[config.mk]
export PLATFORM = sky130hd
export DESIGN_NAME = mem_stage_flat
export DESIGN_NICKNAME = d
export VERILOG_FILES = /design/src/rtl/mem_stage_pkg.sv /design/src/rtl/mem_stage_if.sv /design/src/rtl/mem_stage.sv /design/src/flat_wrapper.sv
export SDC_FILE = /design/constraint.sdc
export NUM_CORES = 1
export LEC_CHECK = 0
export CAP_MARGIN = 15
export CORE_UTILIZATION = 43
export CTS_CLUSTER_DIAMETER = 50
export DETAILED_ROUTE_END_ITERATION = 12
export PLACE_DENSITY = 0.8
export SLEW_MARGIN = 20
export SYNTH_ARGS = -nofsm -noshare
export SYNTH_HDL_FRONTEND = slang
export SYNTH_SLANG_ARGS = --single-unit
export TNS_END_PERCENT = 30
[constraint.sdc]
create_clock -name clk -period 2.4 [get_ports clk]
set_clock_uncertainty 0.15 [all_clocks]
set_input_delay 0.48 -clock clk [delete_from_list [all_inputs] [get_ports clk]]
set_output_delay 0.48 -clock clk [all_outputs]
set_load 0.1 [all_outputs]
[src/rtl/mem_stage_pkg.sv]
// Shared constants and state encoding for the MEM pipeline stage.
package mem_stage_pkg;

  localparam int unsigned MS_DATA_W  = 19;
  localparam int unsigned MS_ADDR_W  = 12;
  localparam int unsigned MS_RF_AW   = 4;
  localparam int unsigned MS_TIMEOUT = 16;

  typedef enum logic {
    MS_IDLE   = 1'b0,
    MS_ACCESS = 1'b1
  } ms_state_t;

endpackage

[src/rtl/mem_stage_if.sv]
// Data-memory request/acknowledge bus between the MEM stage and data memory.
interface mem_stage_if #(
  parameter int unsigned DATA_W = mem_stage_pkg::MS_DATA_W,
  parameter int unsigned ADDR_W = mem_stage_pkg::MS_ADDR_W
);
  logic              dmem_req;
  logic              dmem_we;
  logic [ADDR_W-1:0] dmem_addr;
  logic [DATA_W-1:0] dmem_wdata;
  logic [DATA_W-1:0] dmem_rdata;
  logic              dmem_ack;

  modport master (
    output dmem_req, dmem_we, dmem_addr, dmem_wdata,
    input  dmem_rdata, dmem_ack
  );

  modport slave (
    input  dmem_req, dmem_we, dmem_addr, dmem_wdata,
    output dmem_rdata, dmem_ack
  );
endinterface

[src/rtl/mem_stage.sv]
// MEM stage: registers ALU results, performs data-memory loads/stores with
// variable-latency handshake and timeout, emits one writeback record per op.
module mem_stage
  import mem_stage_pkg::*;
#(
  parameter int unsigned DATA_W  = MS_DATA_W,
  parameter int unsigned ADDR_W  = MS_ADDR_W,
  parameter int unsigned RF_AW   = MS_RF_AW,
  parameter int unsigned TIMEOUT = MS_TIMEOUT
) (
  input  logic              clk,
  input  logic              rst,
  input  logic              ex_valid,
  output logic              ex_ready,
  input  logic [DATA_W-1:0] ex_alu_out,
  input  logic [DATA_W-1:0] ex_store_data,
  input  logic [RF_AW-1:0]  ex_rd,
  input  logic              ex_reg_write,
  input  logic              ex_mem_read,
  input  logic              ex_mem_write,
  mem_stage_if.master       dmem,
  output logic              wb_valid,
  output logic              wb_reg_write,
  output logic [RF_AW-1:0]  wb_rd,
  output logic [DATA_W-1:0] wb_data,
  output logic              mem_err
);

  localparam int unsigned CNT_W = $clog2(TIMEOUT);

  ms_state_t         state;
  logic [CNT_W-1:0]  wait_cnt;
  logic [RF_AW-1:0]  pend_rd;
  logic              pend_reg_write;

  assign ex_ready = (state == MS_IDLE);

  always_ff @(posedge clk) begin
    if (rst) begin
      state           <= MS_IDLE;
      wait_cnt        <= '0;
      pend_rd         <= '0;
      pend_reg_write  <= 1'b0;
      dmem.dmem_req   <= 1'b0;
      dmem.dmem_we    <= 1'b0;
      dmem.dmem_addr  <= '0;
      dmem.dmem_wdata <= '0;
      wb_valid        <= 1'b0;
      wb_reg_write    <= 1'b0;
      wb_rd           <= '0;
      wb_data         <= '0;
      mem_err         <= 1'b0;
    end else begin
      wb_valid <= 1'b0;
      case (state)
        MS_IDLE: begin
          if (ex_valid) begin
            if (ex_mem_read || ex_mem_write) begin
              // A read+write combination issues as a store (dmem_we wins).
              dmem.dmem_req   <= 1'b1;
              dmem.dmem_we    <= ex_mem_write;
              dmem.dmem_addr  <= ex_alu_out[ADDR_W-1:0];
              dmem.dmem_wdata <= ex_store_data;
              pend_rd         <= ex_rd;
              pend_reg_write  <= ex_reg_write;
              wait_cnt        <= '0;
              state           <= MS_ACCESS;
            end else begin
              wb_valid     <= 1'b1;
              wb_data      <= ex_alu_out;
              wb_rd        <= ex_rd;
              wb_reg_write <= ex_reg_write;
            end
          end
        end
        MS_ACCESS: begin
          if (dmem.dmem_ack) begin
            dmem.dmem_req <= 1'b0;
            wb_valid      <= 1'b1;
            wb_rd         <= pend_rd;
            if (dmem.dmem_we) begin
              wb_reg_write <= 1'b0;
              wb_data      <= DATA_W'(dmem.dmem_addr);
            end else begin
              wb_reg_write <= pend_reg_write;
              wb_data      <= dmem.dmem_rdata;
            end
            state <= MS_IDLE;
          end else if (wait_cnt == CNT_W'(TIMEOUT - 1)) begin
            // TIMEOUT-th request cycle without ack: abort with a null record.
            dmem.dmem_req <= 1'b0;
            mem_err       <= 1'b1;
            wb_valid      <= 1'b1;
            wb_rd         <= pend_rd;
            wb_reg_write  <= 1'b0;
            wb_data       <= '0;
            state         <= MS_IDLE;
          end else begin
            wait_cnt <= wait_cnt + 1'b1;
          end
        end
        default: state <= MS_IDLE;
      endcase
    end
  end

endmodule

[src/flat_wrapper.sv]
// flat-port wrapper written by rule: the top's interface ports become plain ports
module mem_stage_flat import mem_stage_pkg::*;
#(
  parameter int unsigned DATA_W  = MS_DATA_W,
  parameter int unsigned ADDR_W  = MS_ADDR_W,
  parameter int unsigned RF_AW   = MS_RF_AW,
  parameter int unsigned TIMEOUT = MS_TIMEOUT
)
  (clk, rst, ex_valid, ex_ready, ex_alu_out, ex_store_data, ex_rd, ex_reg_write, ex_mem_read, ex_mem_write, wb_valid, wb_reg_write, wb_rd, wb_data, mem_err, dmem_dmem_req, dmem_dmem_we, dmem_dmem_addr, dmem_dmem_wdata, dmem_dmem_rdata, dmem_dmem_ack);
  mem_stage_if #(.DATA_W(DATA_W), .ADDR_W(ADDR_W)) dmem_i ();
  input  logic clk;
  input  logic rst;
  input  logic ex_valid;
  output logic ex_ready;
  input  logic [DATA_W-1:0] ex_alu_out;
  input  logic [DATA_W-1:0] ex_store_data;
  input  logic [RF_AW-1:0] ex_rd;
  input  logic ex_reg_write;
  input  logic ex_mem_read;
  input  logic ex_mem_write;
  output logic wb_valid;
  output logic wb_reg_write;
  output logic [RF_AW-1:0] wb_rd;
  output logic [DATA_W-1:0] wb_data;
  output logic mem_err;
  output wire logic [$bits(dmem_i.dmem_req)-1:0] dmem_dmem_req;
  output wire logic [$bits(dmem_i.dmem_we)-1:0] dmem_dmem_we;
  output wire logic [$bits(dmem_i.dmem_addr)-1:0] dmem_dmem_addr;
  output wire logic [$bits(dmem_i.dmem_wdata)-1:0] dmem_dmem_wdata;
  input wire logic [$bits(dmem_i.dmem_rdata)-1:0] dmem_dmem_rdata;
  input wire logic [$bits(dmem_i.dmem_ack)-1:0] dmem_dmem_ack;
  assign dmem_dmem_req = dmem_i.dmem_req;
  assign dmem_dmem_we = dmem_i.dmem_we;
  assign dmem_dmem_addr = dmem_i.dmem_addr;
  assign dmem_dmem_wdata = dmem_i.dmem_wdata;
  assign dmem_i.dmem_rdata = dmem_dmem_rdata;
  assign dmem_i.dmem_ack = dmem_dmem_ack;
  mem_stage #(.DATA_W(DATA_W), .ADDR_W(ADDR_W), .RF_AW(RF_AW), .TIMEOUT(TIMEOUT)) u_core (.clk(clk), .rst(rst), .ex_valid(ex_valid), .ex_ready(ex_ready), .ex_alu_out(ex_alu_out), .ex_store_data(ex_store_data), .ex_rd(ex_rd), .ex_reg_write(ex_reg_write), .ex_mem_read(ex_mem_read), .ex_mem_write(ex_mem_write), .dmem(dmem_i), .wb_valid(wb_valid), .wb_reg_write(wb_reg_write), .wb_rd(wb_rd), .wb_data(wb_data), .mem_err(mem_err));
endmodule
==> metrics.md <==
| Metric | Value |
|---|---|
| Max-slew violation count | 0 |
| Vias per inst | approximately 5.7 |
| # clock sinks | a little under 70 |
| Worst-Skew Late Latency | around 0.34 ns |
| Critical path class | reg -> out |
| Commonest non-fill, non-tap cell in the layout | buf_4 |
| Longest Clk Path Bufs | 2 |
| Row count | 30 |
| Leakage | 1.79 nW |
| Post-synth EDFFs | 0 |
| Pwr Density | 755 mW/mm^2 |
| Setup TNS Final | 0 ns |
| Setup-failing EPs final | 0 |
| DRT Wirelength | 9080 um |
| Max-Slew Margin vs Limit | 56.8% |
| Die area | approximately 0.0077 sq mm |
| Startpoint types | register |
| Root Buffer | clkbuf_8 |
| WL/cell | 15.9 um |
| RSZ-0062 raised after global routing | false |
| WP data arrival | about 1.6 ns |
| Share of layout cells above drive strength 1 | approximately 29% |
| Max-cap viol count | 0 |
| Crit. End Element | output pin |
| Mapped Nets | ~420 |
| Yosys reg bits | 69 |
| H-tree depth | 3 |
| Final Worst Setup Slack | just under 0.2 ns |
| Util after Layout | 67.2% |
| Initial antenna violation count | 0 |
| GP Congestion | 0.805 |
| Worst IR Drop VDD | between 400 and 500 uV |
| # diodes | 0 |
| Post-Syn Area per Cell | approximately 9 sq um |
| Post-synthesis compound-gate area fraction | 31.2% |
| Simple-Gate Fraction of Synth Area | between 10% and 20% |
| Die Height | 87.7 um |
| CTS tree | done |
| Placed Area | 0.00441 sq mm |
| Period utilization | between 90% and 100% |
| Slowest cell on the critical path | dfxtp_1 |
| Hold Crit Class | reg -> reg |
| Endpoints failing hold | 0 |
| Count of input and output buffers | around 130 |
| Sequential share of the synthesized area | 43.8% |
| Worst-path clk slew | about 0.07 ns |
| Post-Synth Adder-Cell Area | less than 1% |
| Kind of cell adding the most delay to the critical path | buffers and inverters |
| Fin cells | between 500 and 600 |
| Worst reg-to-reg setup slack | about 0.47 ns |
| Starting density of the core | ~45% |
| Power, Total | ~3.5 mW |
| Setup Buffers After CTS | 0 |
| Largest family of logic cells by synthesized area | compound AO/OA/AOI/OAI gates |
| Hold Slack | about 0.33 ns |
| Dpl hpwl | around 6400 um |
| Outcome | complete, no violations |
| IO Pins | between 100 and 150 |
| Synth-to-layout area growth | 47.9% |
| Synthesized cell area | between 0.003 and 0.004 sq mm |
| Synth cell types | 31 |
| Ys Warns | 0 |
| Post-Syn Instances | between 300 and 400 |
| Pre-CTS setup slack | -0.179 ns |
| Minimum clock period | around 2.2 ns |
| Most frequent cells in the layout | buf_4 (78), dfxtp_1 (69), clkdlybuf4s50_1 (66) |
| Cts bufs inserted | 9 |
| Worst slew pin tran | about 0.65 ns |
| Largest cells by area after synthesis | dfxtp_1 (44%), a21oi_1 (7.1%), o41ai_1 (6.7%) |
| Drt drc | 0 |
| Largest fanout on the critical path | 14 |
| Buf+Inv Stages, Crit Path | 2 |
| # nets final | approximately 540 |
| Mux share of post-synthesis cell area | approximately 6% |
| Dpl cells | ~560 |
| Post-cts resize count | 0 |
| XOR/XNOR Fraction of Synth Area | 0% |
| ANT nets after route | 0 |
| Worst path required time | ~1.8 ns |
| GRT overflow | 0 |
| Initial DRC Count | between 200 and 300 |
| Post-layout instance area | approximately 0.0047 sq mm |
| Chip width | slightly below 90 um |
| Vias in the first global route | around 3k |
| # hold bufs at CTS | 0 |
| Fmax | 0.454 GHz |
| Ys flop type | dfxtp_1 |
| CP max stage delay | 0.57 ns |
| FFs w/ async S/R, synth | 0% |
| Critical path, cell by cell | inv_1 -> buf_12 |
| First-pass GRT wire length | roughly 14000 um |
| Synth area leader | dfxtp_1 |
| Largest net degree at the start of global routing | 36 |
| Filler cells | 570 |
| Drt first pass iters | 5 |
| Yosys top cell area share | between 40% and 50% |
| Total number of vias | around 3.2k |
| Total Routing Usage GR | between 20% and 30% |
| Core area | 0.00694 sq mm |
metal layers:
layer	up-vias	part of all wire [%]	routed length, um	GRT usage (%)
li1	1565	-	-	-
met1	1515	43	3870	29.0
met2	139	47	4310	39.1
met3	12	8.6	784	7.92
met4	0	1.3	114	8.20
met5	-	0	0	0
layout make-up:
type | instances | area (sq um) | area share, %
Timing Repair Buffer | 148 | 1310 | 28.1
Clock buffer | 11 | 151 | 3.24
Multi-Input combinational cell | 239 | 1590 | 34.0
Inverter | 3 | 11.3 | 0.241
Tap cell | 96 | 120 | 2.57
Sequential cell | 69 | 1380 | 29.6
Clock inverter | 5 | 106 | 2.28
synth_stat cells, types with 4 or more instances:
master / count
dfxtp_1: 69
a21oi_1: 45
nand3_1: 40
o21ai_0: 37
clkbuf_1: 25
o41ai_1: 24
a21oi_2: 20
a22oi_1: 13
mux2_2: 13
nor2b_1: 12
a31oi_1: 9
buf_2: 9
buf_6: 4
mux2i_1: 4
nor2_1: 4
worst paths after layout:
check	startpoint	end	cells past startpoint
min reg2reg	u_core.pend_rd[2]	u_core.pend_rd[2]	2
min	u_core.pend_rd[2]	u_core.pend_rd[2]	2
max	u_core.state	ex_ready	2
max reg2reg	u_core.wait_cnt[0]	u_core.wb_valid	5
where the power goes:
part	internal (mW)	switching, mW	total (mW)
Clock	0.749	0.447	1.20
Combinational	0.319	0.740	1.06
Sequential	1.22	0.0508	1.27
Total	2.29	1.24	3.53
worst register-to-register path, cell delays in order (launching register included):
cell and delay (ns):
dfxtp_1 0.33, ha_1 0.25, and4_4 0.31, or3_1 0.44, buf_12 0.19, and2_1 0.17
cells by family (layout without fill, tap and decap cells):
logic type,Yosys count,after routing
multiplexers,17,17
flip-flops,69,69
AO/OA/AOI/OAI,152,152
adder cells (fa/ha/maj),1,1
buffers and inverters,44,167
AND/OR/NAND/NOR,69,69
registers in the layout, summed over array words and instances, names as in the netlist:
signal,flops
u_core.dmem.dmem_wdata,19
u_core.wb_reg_write,1
u_core.dmem.dmem_req,1
u_core.pend_rd,4
u_core.wb_rd,4
u_core.dmem.dmem_addr,12
u_core.wait_cnt,4
u_core.wb_data,19
u_core.dmem.dmem_we,1
u_core.wb_valid,1
u_core.state,1
u_core.mem_err,1
u_core.pend_reg_write,1
(Power assumes the default switching activity.)
